File: src/rtl/activity_pkg.sv
// Shared constants for the activity profile generator and the high-activity
// tracker: thresholds, mode encodings, fixed rates, FSM states, hybrid table.
package activity_pkg;

    localparam int HIGH_RATE_DEF  = 64;
    localparam int HIGH_LIMIT_DEF = 60;
    localparam int SEG_COUNT_DEF  = 8;

    localparam logic [1:0] MODE_WALK   = 2'b00;
    localparam logic [1:0] MODE_JOG    = 2'b01;
    localparam logic [1:0] MODE_RUN    = 2'b10;
    localparam logic [1:0] MODE_HYBRID = 2'b11;

    localparam logic [7:0] RATE_WALK = 8'd32;
    localparam logic [7:0] RATE_JOG  = 8'd64;
    localparam logic [7:0] RATE_RUN  = 8'd128;

    // Ceiling for all 14-bit second counters.
    localparam logic [13:0] COUNT_MAX = 14'h3FFF;

    typedef enum logic [1:0] {
        ST_IDLE   = 2'd0,
        ST_STEADY = 2'd1,
        ST_HYBRID = 2'd2,
        ST_DONE   = 2'd3
    } state_t;

    // Hybrid schedule: steps/second and duration in seconds per segment.
    localparam logic [7:0] SEG_RATE [SEG_COUNT_DEF] =
        '{8'd20, 8'd33, 8'd66, 8'd27, 8'd70, 8'd30, 8'd19, 8'd124};
    localparam logic [6:0] SEG_LEN [SEG_COUNT_DEF] =
        '{7'd9, 7'd10, 7'd61, 7'd5, 7'd70, 7'd6, 7'd3, 7'd64};

    function automatic logic [13:0] sat_inc(input logic [13:0] a);
        return (a == COUNT_MAX) ? COUNT_MAX : a + 14'd1;
    endfunction

    function automatic logic [13:0] sat_add(input logic [13:0] a, input logic [13:0] b);
        logic [14:0] sum;
        sum = {1'b0, a} + {1'b0, b};
        return sum[14] ? COUNT_MAX : sum[13:0];
    endfunction

    function automatic logic [7:0] steady_rate(input logic [1:0] m);
        case (m)
            MODE_WALK: return RATE_WALK;
            MODE_JOG:  return RATE_JOG;
            default:   return RATE_RUN;
        endcase
    endfunction

endpackage

File: src/rtl/high_time_model.sv
// Golden model of the high-activity tracker: counts consecutive high seconds
// and credits time once the run reaches HIGH_LIMIT.
module high_time_model
    import activity_pkg::*;
#(
    parameter int HIGH_RATE  = HIGH_RATE_DEF,
    parameter int HIGH_LIMIT = HIGH_LIMIT_DEF
) (
    input  logic        secondclk,
    input  logic        reset,
    input  logic        clear,
    input  logic        enable,
    input  logic [7:0]  rate,
    output logic [13:0] exp_high_time
);

    logic [13:0] run_q;
    logic [13:0] exp_q;

    assign exp_high_time = exp_q;

    // Retire one second: extend or break the run and credit high time.
    always_ff @(posedge secondclk) begin
        if (reset || clear) begin
            run_q <= '0;
            exp_q <= '0;
        end else if (enable) begin
            if (rate >= 8'(HIGH_RATE)) begin
                // NOTE: non-blocking update, so the comparisons below see the
                // run length before this second, not after it.
                run_q <= sat_inc(run_q);
                if (run_q == 14'(HIGH_LIMIT - 1))
                    exp_q <= sat_add(exp_q, 14'(HIGH_LIMIT));
                else if (run_q >= 14'(HIGH_LIMIT))
                    exp_q <= sat_inc(exp_q);
            end else begin
                run_q <= '0;
            end
        end
    end

endmodule

File: src/rtl/activity_profile_gen.sv
// Scripted step-rate source: picks the step rate for each coming second in a
// fixed mode or along the hybrid schedule, and tracks expected high time.
module activity_profile_gen
    import activity_pkg::*;
#(
    parameter int HIGH_RATE  = HIGH_RATE_DEF,
    parameter int HIGH_LIMIT = HIGH_LIMIT_DEF,
    parameter int SEG_COUNT  = SEG_COUNT_DEF
) (
    input  logic        secondclk,
    input  logic        reset,
    input  logic        start,
    input  logic        stop,
    input  logic [1:0]  mode,
    output logic [7:0]  rate,
    output logic        active,
    output logic        done,
    output logic [13:0] sec_index,
    output logic [2:0]  seg_index,
    output logic [13:0] exp_high_time
);

    localparam logic [2:0] LAST_SEG = 3'(SEG_COUNT - 1);

    state_t     state;
    logic [6:0] seg_sec;
    logic [2:0] next_seg;
    logic       model_clear;
    logic       model_enable;

    assign next_seg = seg_index + 3'd1;
    assign active   = (state == ST_STEADY) || (state == ST_HYBRID);
    assign done     = (state == ST_DONE);

    // A start (without stop) restarts the model; otherwise every active edge
    // retires the second described by the current rate.
    assign model_clear  = start && !stop;
    assign model_enable = active && !stop && !start;

    // Mode FSM, rate selection and second/segment bookkeeping.
    always_ff @(posedge secondclk) begin
        if (reset) begin
            state     <= ST_IDLE;
            rate      <= '0;
            sec_index <= '0;
            seg_index <= '0;
            seg_sec   <= '0;
        end else if (stop) begin
            state     <= ST_IDLE;
            rate      <= '0;
            seg_index <= '0;
            seg_sec   <= '0;
        end else if (start) begin
            sec_index <= '0;
            seg_index <= '0;
            seg_sec   <= '0;
            if (mode == MODE_HYBRID) begin
                state <= ST_HYBRID;
                rate  <= SEG_RATE[0];
            end else begin
                state <= ST_STEADY;
                rate  <= steady_rate(mode);
            end
        end else begin
            case (state)
                ST_STEADY: begin
                    sec_index <= sat_inc(sec_index);
                end
                ST_HYBRID: begin
                    sec_index <= sat_inc(sec_index);
                    if (seg_sec == SEG_LEN[seg_index] - 7'd1) begin
                        seg_sec <= '0;
                        if (seg_index == LAST_SEG) begin
                            state     <= ST_DONE;
                            rate      <= '0;
                            seg_index <= '0;
                        end else begin
                            seg_index <= next_seg;
                            rate      <= SEG_RATE[next_seg];
                        end
                    end else begin
                        seg_sec <= seg_sec + 7'd1;
                    end
                end
                default: ;
            endcase
        end
    end

    high_time_model #(
        .HIGH_RATE  (HIGH_RATE),
        .HIGH_LIMIT (HIGH_LIMIT)
    ) u_model (
        .secondclk     (secondclk),
        .reset         (reset),
        .clear         (model_clear),
        .enable        (model_enable),
        .rate          (rate),
        .exp_high_time (exp_high_time)
    );

endmodule

File: config.mk
export PLATFORM = sky130hd
export DESIGN_NAME = activity_profile_gen
export DESIGN_NICKNAME = d
export VERILOG_FILES = /design/src/rtl/activity_pkg.sv /design/src/rtl/high_time_model.sv /design/src/rtl/activity_profile_gen.sv
export SDC_FILE = /design/constraint.sdc
export NUM_CORES = 1
export LEC_CHECK = 0
export CAP_MARGIN = 30
export CORE_MARGIN = 3
export CORE_UTILIZATION = 51
export DETAILED_ROUTE_END_ITERATION = 10
export PLACE_DENSITY = 0.81
export SLEW_MARGIN = 20
export SYNTH_ARGS = -nofsm -noshare
export SYNTH_HDL_FRONTEND = slang
export SYNTH_SLANG_ARGS = --single-unit
File: constraint.sdc
create_clock -name secondclk -period 3 [get_ports secondclk]
set_clock_uncertainty 0.1 [all_clocks]
set_input_delay 0.6 -clock secondclk [delete_from_list [all_inputs] [get_ports secondclk]]
set_output_delay 0.6 -clock secondclk [all_outputs]
set_load 0.02 [all_outputs]
# ---- Word level (Yosys, flattened, before mapping)
# Memories as Yosys holds them, arrays and structs flattened.
# Index checks and enable logic that the tools add are counted.
dict set report totals {
  reg_bits 62
  latchBits 0
  ram_bits 0
  mem_bits_ro 120
  in_bits 6
  output_inout_bits 41
  memories 2
}
dict set report op_classes {
  addsub 7
  mul 0
  div_mod_pow 0
  magnitude_cmp 4
  n_eq_ne 11
  shifts 0
  n_mux 26
  n_bitwise 3
  reduce_logical 21
}
# memory depth width read_ports rd_clocked_by_memory_dff write_ports line_no
set mem_list {}
lappend mem_list {{(name not given)} 8 8 1 0 0 activity_profile_gen.sv:79} ;# rate <= SEG_RATE[next_seg];
lappend mem_list {{(name not given)} 8 7 1 0 0 activity_profile_gen.sv:71} ;# if (seg_sec == SEG_LEN[seg_index] - 7'd1) begin
# operator count
set ops {}
lappend ops {{14-bit two-way mux} 9}
lappend ops {{8-bit two-way mux} 7}
lappend ops {{14-bit by 1-bit adder with 14-bit output (second input constant)} 3}
lappend ops {{14-bit equality test (second input constant)} 3}
lappend ops {{7-bit two-way mux} 3}
lappend ops {{8-bit one-hot mux with 2 select lines} 1}
lappend ops {{14-bit by 6-bit adder with 15-bit output (second input constant)} 1}
lappend ops {{14-bit by 6-bit equality test with 1-bit output (second input constant)} 1}
lappend ops {{14-bit by 6-bit greater-or-equal comparator with 1-bit output (second input constant)} 1}
lappend ops {{2-bit two-way mux} 5}
lappend ops {{2-bit nonzero test} 5}
lappend ops {{4-bit greater-or-equal comparator (second input constant)} 2}
lappend ops {{8-bit by 7-bit greater-or-equal comparator with 1-bit output (second input constant)} 1}
lappend ops {{3-bit inverter with 4-bit output} 2}
lappend ops {{7-bit by 1-bit adder with 7-bit output (second input constant)} 1}
lappend ops {{7-bit equality test} 1}
lappend ops {{7-bit by 1-bit subtractor with 7-bit output (second input constant)} 1}
lappend ops {{2-bit equality test (second input constant)} 3}
lappend ops {{2-bit AND reduction} 3}
lappend ops {{3-bit AND reduction} 2}
lappend ops {{2-bit by 1-bit equality test with 1-bit output (second input constant)} 2}
lappend ops {{2-bit OR reduction} 2}
lappend ops {{3-bit by 1-bit adder with 3-bit output (second input constant)} 1}
lappend ops {{3-bit equality test (second input constant)} 1}
lappend ops {{other kinds (7)} 11}

# ---- Depth between registers and ports, before layout
dict set report depth {
  word_depth 9
  ltp_mapped 13
  mapped_depth_nobuf 11
}

# ---- Cells and area by module
# A second synthesis with hierarchy kept.
dict set report unflattened {
  hier_cells 494
  area_unflattened_um2 4006.3
}
# mod instances cells_each area_each_um2
set by_module_without_submodules {}
lappend by_module_without_submodules {activity_profile_gen 1 265 2104.5}
lappend by_module_without_submodules {high_time_model 1 229 1901.8}

# ---- Least setup slack after synthesis
# No wires, ideal clock.
dict set report synth_path {
  path_kind {reg-to-reg}
  startpoint {register seg_index[0]}
  endpoint {register state[1]}
  setup_ns 0.095
  t_arrival_ns 3.088
  required_ns 2.805
  setup_slack_ns -0.283
  path_stages_with_launch 14
  n_path_buf 2
  synth_period_minus_slack_ns 3.283
  path_cell_list {dfxtp_1 > clkbuf_1 > inv_1 > ha_1 > nand2b_1 > nand2_1 > ha_1 > xnor2_1 > a221o_1 > nor4_1 > and4bb_2 > buf_2 > nand4_1 > a221oi_1}
}
dict set report synth_between {
  elab_chain_len 8
  word_cells_on_any_way 10
}
# item line_no
set synth_lines {}
lappend synth_lines {{from (decl)} activity_profile_gen.sv:19} ;# output logic [2:0] seg_index,
lappend synth_lines {{from (signal assigned)} activity_profile_gen.sv:78} ;# seg_index <= next_seg;
lappend synth_lines {{3-bit inverter with 4-bit output (not written as such)} activity_profile_gen.sv:71}
lappend synth_lines {{memory 8 x 7 bit} n/a}
lappend synth_lines {{7-bit two-way mux (not written as such) (2 in a row)} activity_profile_gen.sv:71}
lappend synth_lines {{7-bit by 1-bit subtractor with 7-bit output} activity_profile_gen.sv:71}
lappend synth_lines {{7-bit equality test} activity_profile_gen.sv:71}
lappend synth_lines {{2-bit nonzero test (no source line)} n/a}
lappend synth_lines {{3-bit AND reduction (no source line) *} n/a}
lappend synth_lines {{to (signal assigned)} activity_profile_gen.sv:58} ;# state <= ST_HYBRID;
lappend synth_lines {{to (signal assigned)} activity_profile_gen.sv:61} ;# state <= ST_STEADY;
lappend synth_lines {{to (signal assigned)} activity_profile_gen.sv:74} ;# state <= ST_DONE;
lappend synth_lines {{to (decl)} activity_profile_gen.sv:25} ;# state_t state;
# Every way passes the cells marked *; elsewhere a longest branch is shown, timed or not. The select of a mux whose other input is x is not followed.
# A chain may end at the register's enable or synchronous reset.

# ---- Worst setup path after layout
dict set report layout_path {
  startpoint {register seg_index[0]}
  endpoint {register rate[5]}
}
dict set report layout_between {
  elab_chain_len 9
  word_cells_on_any_way 18
}
# item line_no
set layout_lines {}
lappend layout_lines {{branches (longest 9 deep; another with memory 8 x 7 bit)} n/a}
lappend layout_lines {{to (signal assigned)} activity_profile_gen.sv:59} ;# rate <= SEG_RATE[0];
lappend layout_lines {{to (signal assigned)} activity_profile_gen.sv:62} ;# rate <= steady_rate(mode);
lappend layout_lines {{to (signal assigned)} activity_profile_gen.sv:79}
lappend layout_lines {{to (decl)} activity_profile_gen.sv:15} ;# output logic [7:0] rate,
# Parallel ways; which one is timed is not known. The select of a mux whose other input is x is not followed.

==> results.yml <==
clock_tree:
  cts_buffers: 9
  cts_tree: "yes"
  insertion_delay_ps: 340
  cts_buffer_depth: 2
  clk_pin_slew_ps: 80
  clockRootBuffer: "clkbuf_8"
  htree_levels: 3
  cts.sinks: 62
yosys:
  yosysSeqAreaShare_pct: 31.5
  post_synth_num_cell_types: 62
  ys_seq_elements: 62
  synth.area.top_cells: "dfxtp_1 (32%), o21ai_0 (6.7%), a21oi_1 (6.6%), ha_1 (6.4%), nand2_1 (4.2%)"
  syn_avg_cell_area_sq_um: 7.61
  synth-edff-count: 0
  synthFlopType: "dfxtp_1"
  synth_fp_nets: 543
  syn-cell-area_sq_um: 3940
  synth_top_cell_by_area: "dfxtp_1"
  netlist.area_leader.share_pct: 31.5
  async_flop_share_pct: 0
  syn_inst: 517
  yosysWarnings: 0
placed_design:
  place_area_sq_um: 4570
  port_buffers: 46
  gp_congestion: 0.936
  place_hpwl_mm: 7.38
sta:
  finalCritPeriodShare_pct: 94.0
  hold_slack_ps: 373
  period_minus_slack_ps: 2820
  tns_ps: 0
  fmax_ghz: 0.354
  hold_violations: 0
  drv_slew: 0
  finalSetupViolCount: 0
  worst_slew_pin_slew_ps: 701
  timing.slew.headroom_pct: 53.3
grt:
  grt_max_degree: 22
  grt_pass1_wl_mm: 17.5
  antenna_found_initial: 0
  grt-ovfl-total: 0
  grt_pass1_vias: 3830
  grtUsageTotal_pct: 24.2
layout:
  drive_gt1_share_pct: 10.1
  n_antenna_cell: 0
  areaGrowthSynthToFinish_pct: 22.9
  finalNetCount: 593
  fin_area_sq_um: 4840
min_path:
  min_to: "rate[3]"
  hold_depth: 2
  hold_start: "rate[3]"
  hp-class: "flop to flop"
routing:
  routed_wl_mm: 10.4
  ant_nets: 0
  wl_per_cell_microns: 15.6
  drt-initial-drc-count: 301
  vias: 4077
  routed_via_density: 6.08
  post-route-drc-count: 0
  dr.pass1.iters: 5
setup_path:
  path_delay_family: "simple AND/OR/NAND/NOR gates"
  crit_buf_inv: 2
  reg2reg_setup_slack_ps: 180
  worstPathRequired_ps: 3110
  r2r-end: "rate[5]"
  critPathKind: "flop to flop"
  r2r_cells: 12
  cpPeakStageDelay_ps: 370
  start_kind: "flop"
  worst-path-max-fanout: 6
  cp_slowest_cell: "dfxtp_4"
  arrival_ps: 2930
  reg2reg_from: "seg_index[0]"
  crit_path_cell_trace: "inv_1 > ha_2 > nand2b_4 > nand2_1 > ha_1 > xnor2_1 > a221o_1 > nor4_2 > nand4bb_1 > buf_4 > nor3_4 > o221ai_1"
  cp-end-kind: "flop"
pwr:
  ir_worst_vdd_uv: 352
  powerDensity_nw_per_um2: 373
  p_leak_uw: 0.00168
floorplanning:
  dieArea_sq_um: 8810
  num_rows: 31
  coreArea_sq_um: 7370
  pin_count: 47
  die_height_microns: 93.9
  start_util_pct: 53.4
  die-width_microns: 93.9
job:
  drv_cap: 0
outcome:
  status: "finished clean"
-- through the flow --
| step | setup slack [ps] | cells | util, % | total power, uW |
|---|---|---|---|---|
| 6_report | 179 | 671 | 65.7 | 1810 |
| 5_1_grt | -43.5 | 671 | 65.7 | 1860 |
| 4_1_cts | 29.3 | 670 | 65.4 | 1810 |
| 3_5_place_dp | 19.4 | 654 | 62.1 | 928 |
| 3_3_place_gp | 155 | 654 | 62.1 | 927 |
| 2_1_floorplan | 9.53 | 517 | - | 891 |
-- registers in the layout, indices dropped and copies added, names as in the netlist --
register / count
seg_index: 3
u_model.run_q: 14
sec_index: 14
state: 2
u_model.exp_high_time: 14
seg_sec: 7
rate: 8
-- where the power goes --
group / internal [uW] / switching, uW / total (uW)
Clock: 547 / 348 / 895
Combinational: 29.3 / 53.6 / 83.0
Sequential: 824 / 3.04 / 827
Total: 1400 / 405 / 1810
-- cells in the final DEF (no fill, tap or decap), drive strengths merged, types with 3 or more instances in the layout --
master,n
nor4,5
o22ai,5
o21a,3
ha,20
clkinv,3
nand2b,7
nand2,44
nor3,19
bufinv,3
nand3,18
o21ai,56
nor2,39
a31oi,12
and2,6
buf,21
a21oi,52
a211oi,8
a311oi,4
mux2i,4
nor2b,12
dfxtp,62
inv,22
clkdlybuf4s50,46
o31ai,12
o311ai,3
clkbuf,9
nand4,13
xnor2,6
xor2,3
or3,3
and3,14
-- layer usage --
layer | track usage (%) | wire [microns]
met4 | 6.26 | 118
met3 | 5.85 | 576
met1 | 31.1 | 4740
met5 | 0 | 0
met2 | 40.5 | 5010
-- tightest hold or removal path, delay by kind of cell (launching register included) --
family             cells  cell delay [ps]
AOI/OAI and AO/OA      2              120
DFF                    1              310
-- synth_stat cells (all sizes together) (4+ instances only) --
cell type / n
dfxtp: 62
o21ai: 56
nand3: 18
nor2b: 12
xnor2: 6
o22ai: 5
mux2i: 4
nand4: 13
a21oi: 52
o31ai: 12
nor4: 5
nor2: 39
nand2b: 7
a311oi: 4
a31oi: 12
clkbuf: 26
ha: 20
and3: 14
a211oi: 8
nand2: 44
nor3: 19
inv: 22
and2: 6
-- kinds of logic (layout without fill, tap and decap cells) --
family	Yosys count	after routing	synth area share (%)
simple gates	194	194	25.9
compound gates	178	178	28.3
flops	62	62	31.5
buf+inv	50	105	4.89
fa+ha+maj	20	20	6.36
xor+xnor	9	9	2.00
mux	4	4	1.02
-- worst max-delay path by stage --
stage	start	endpoint	slack, ps	cells past startpoint
after floorplan	seg_index[0]	state[1]	10	13
after global placement	seg_index[0]	rate[6]	160	11
after detailed placement	seg_index[0]	rate[6]	20	11
after CTS	seg_index[0]	rate[7]	30	11
after global routing	seg_index[0]	rate[6]	-40	12
final	seg_index[0]	rate[5]	180	12
-- cell type report --
| type | instances | area [sq um] |
|---|---|---|
| flip-flops and latches | 62 | 1250 |
| well taps | 99 | 124 |
| fillers | 645 | 2530 |
| multi-input cells | 405 | 2530 |
| clock inverters | 7 | 113 |
| repair buffers | 67 | 618 |
| clock buffers | 9 | 124 |
| inverters | 22 | 82.6 |
-- what timing repair did --
action | 4_1_cts | 5_1_grt
hold endpoints to repair | 0 | 0
hold buffers | 0 | 0
pin swaps | 0 | 3
setup endpoints to repair | 2 | 16
gates resized for setup | 1 | 5
setup buffers | 0 | 1
(Power assumes the default switching activity.)
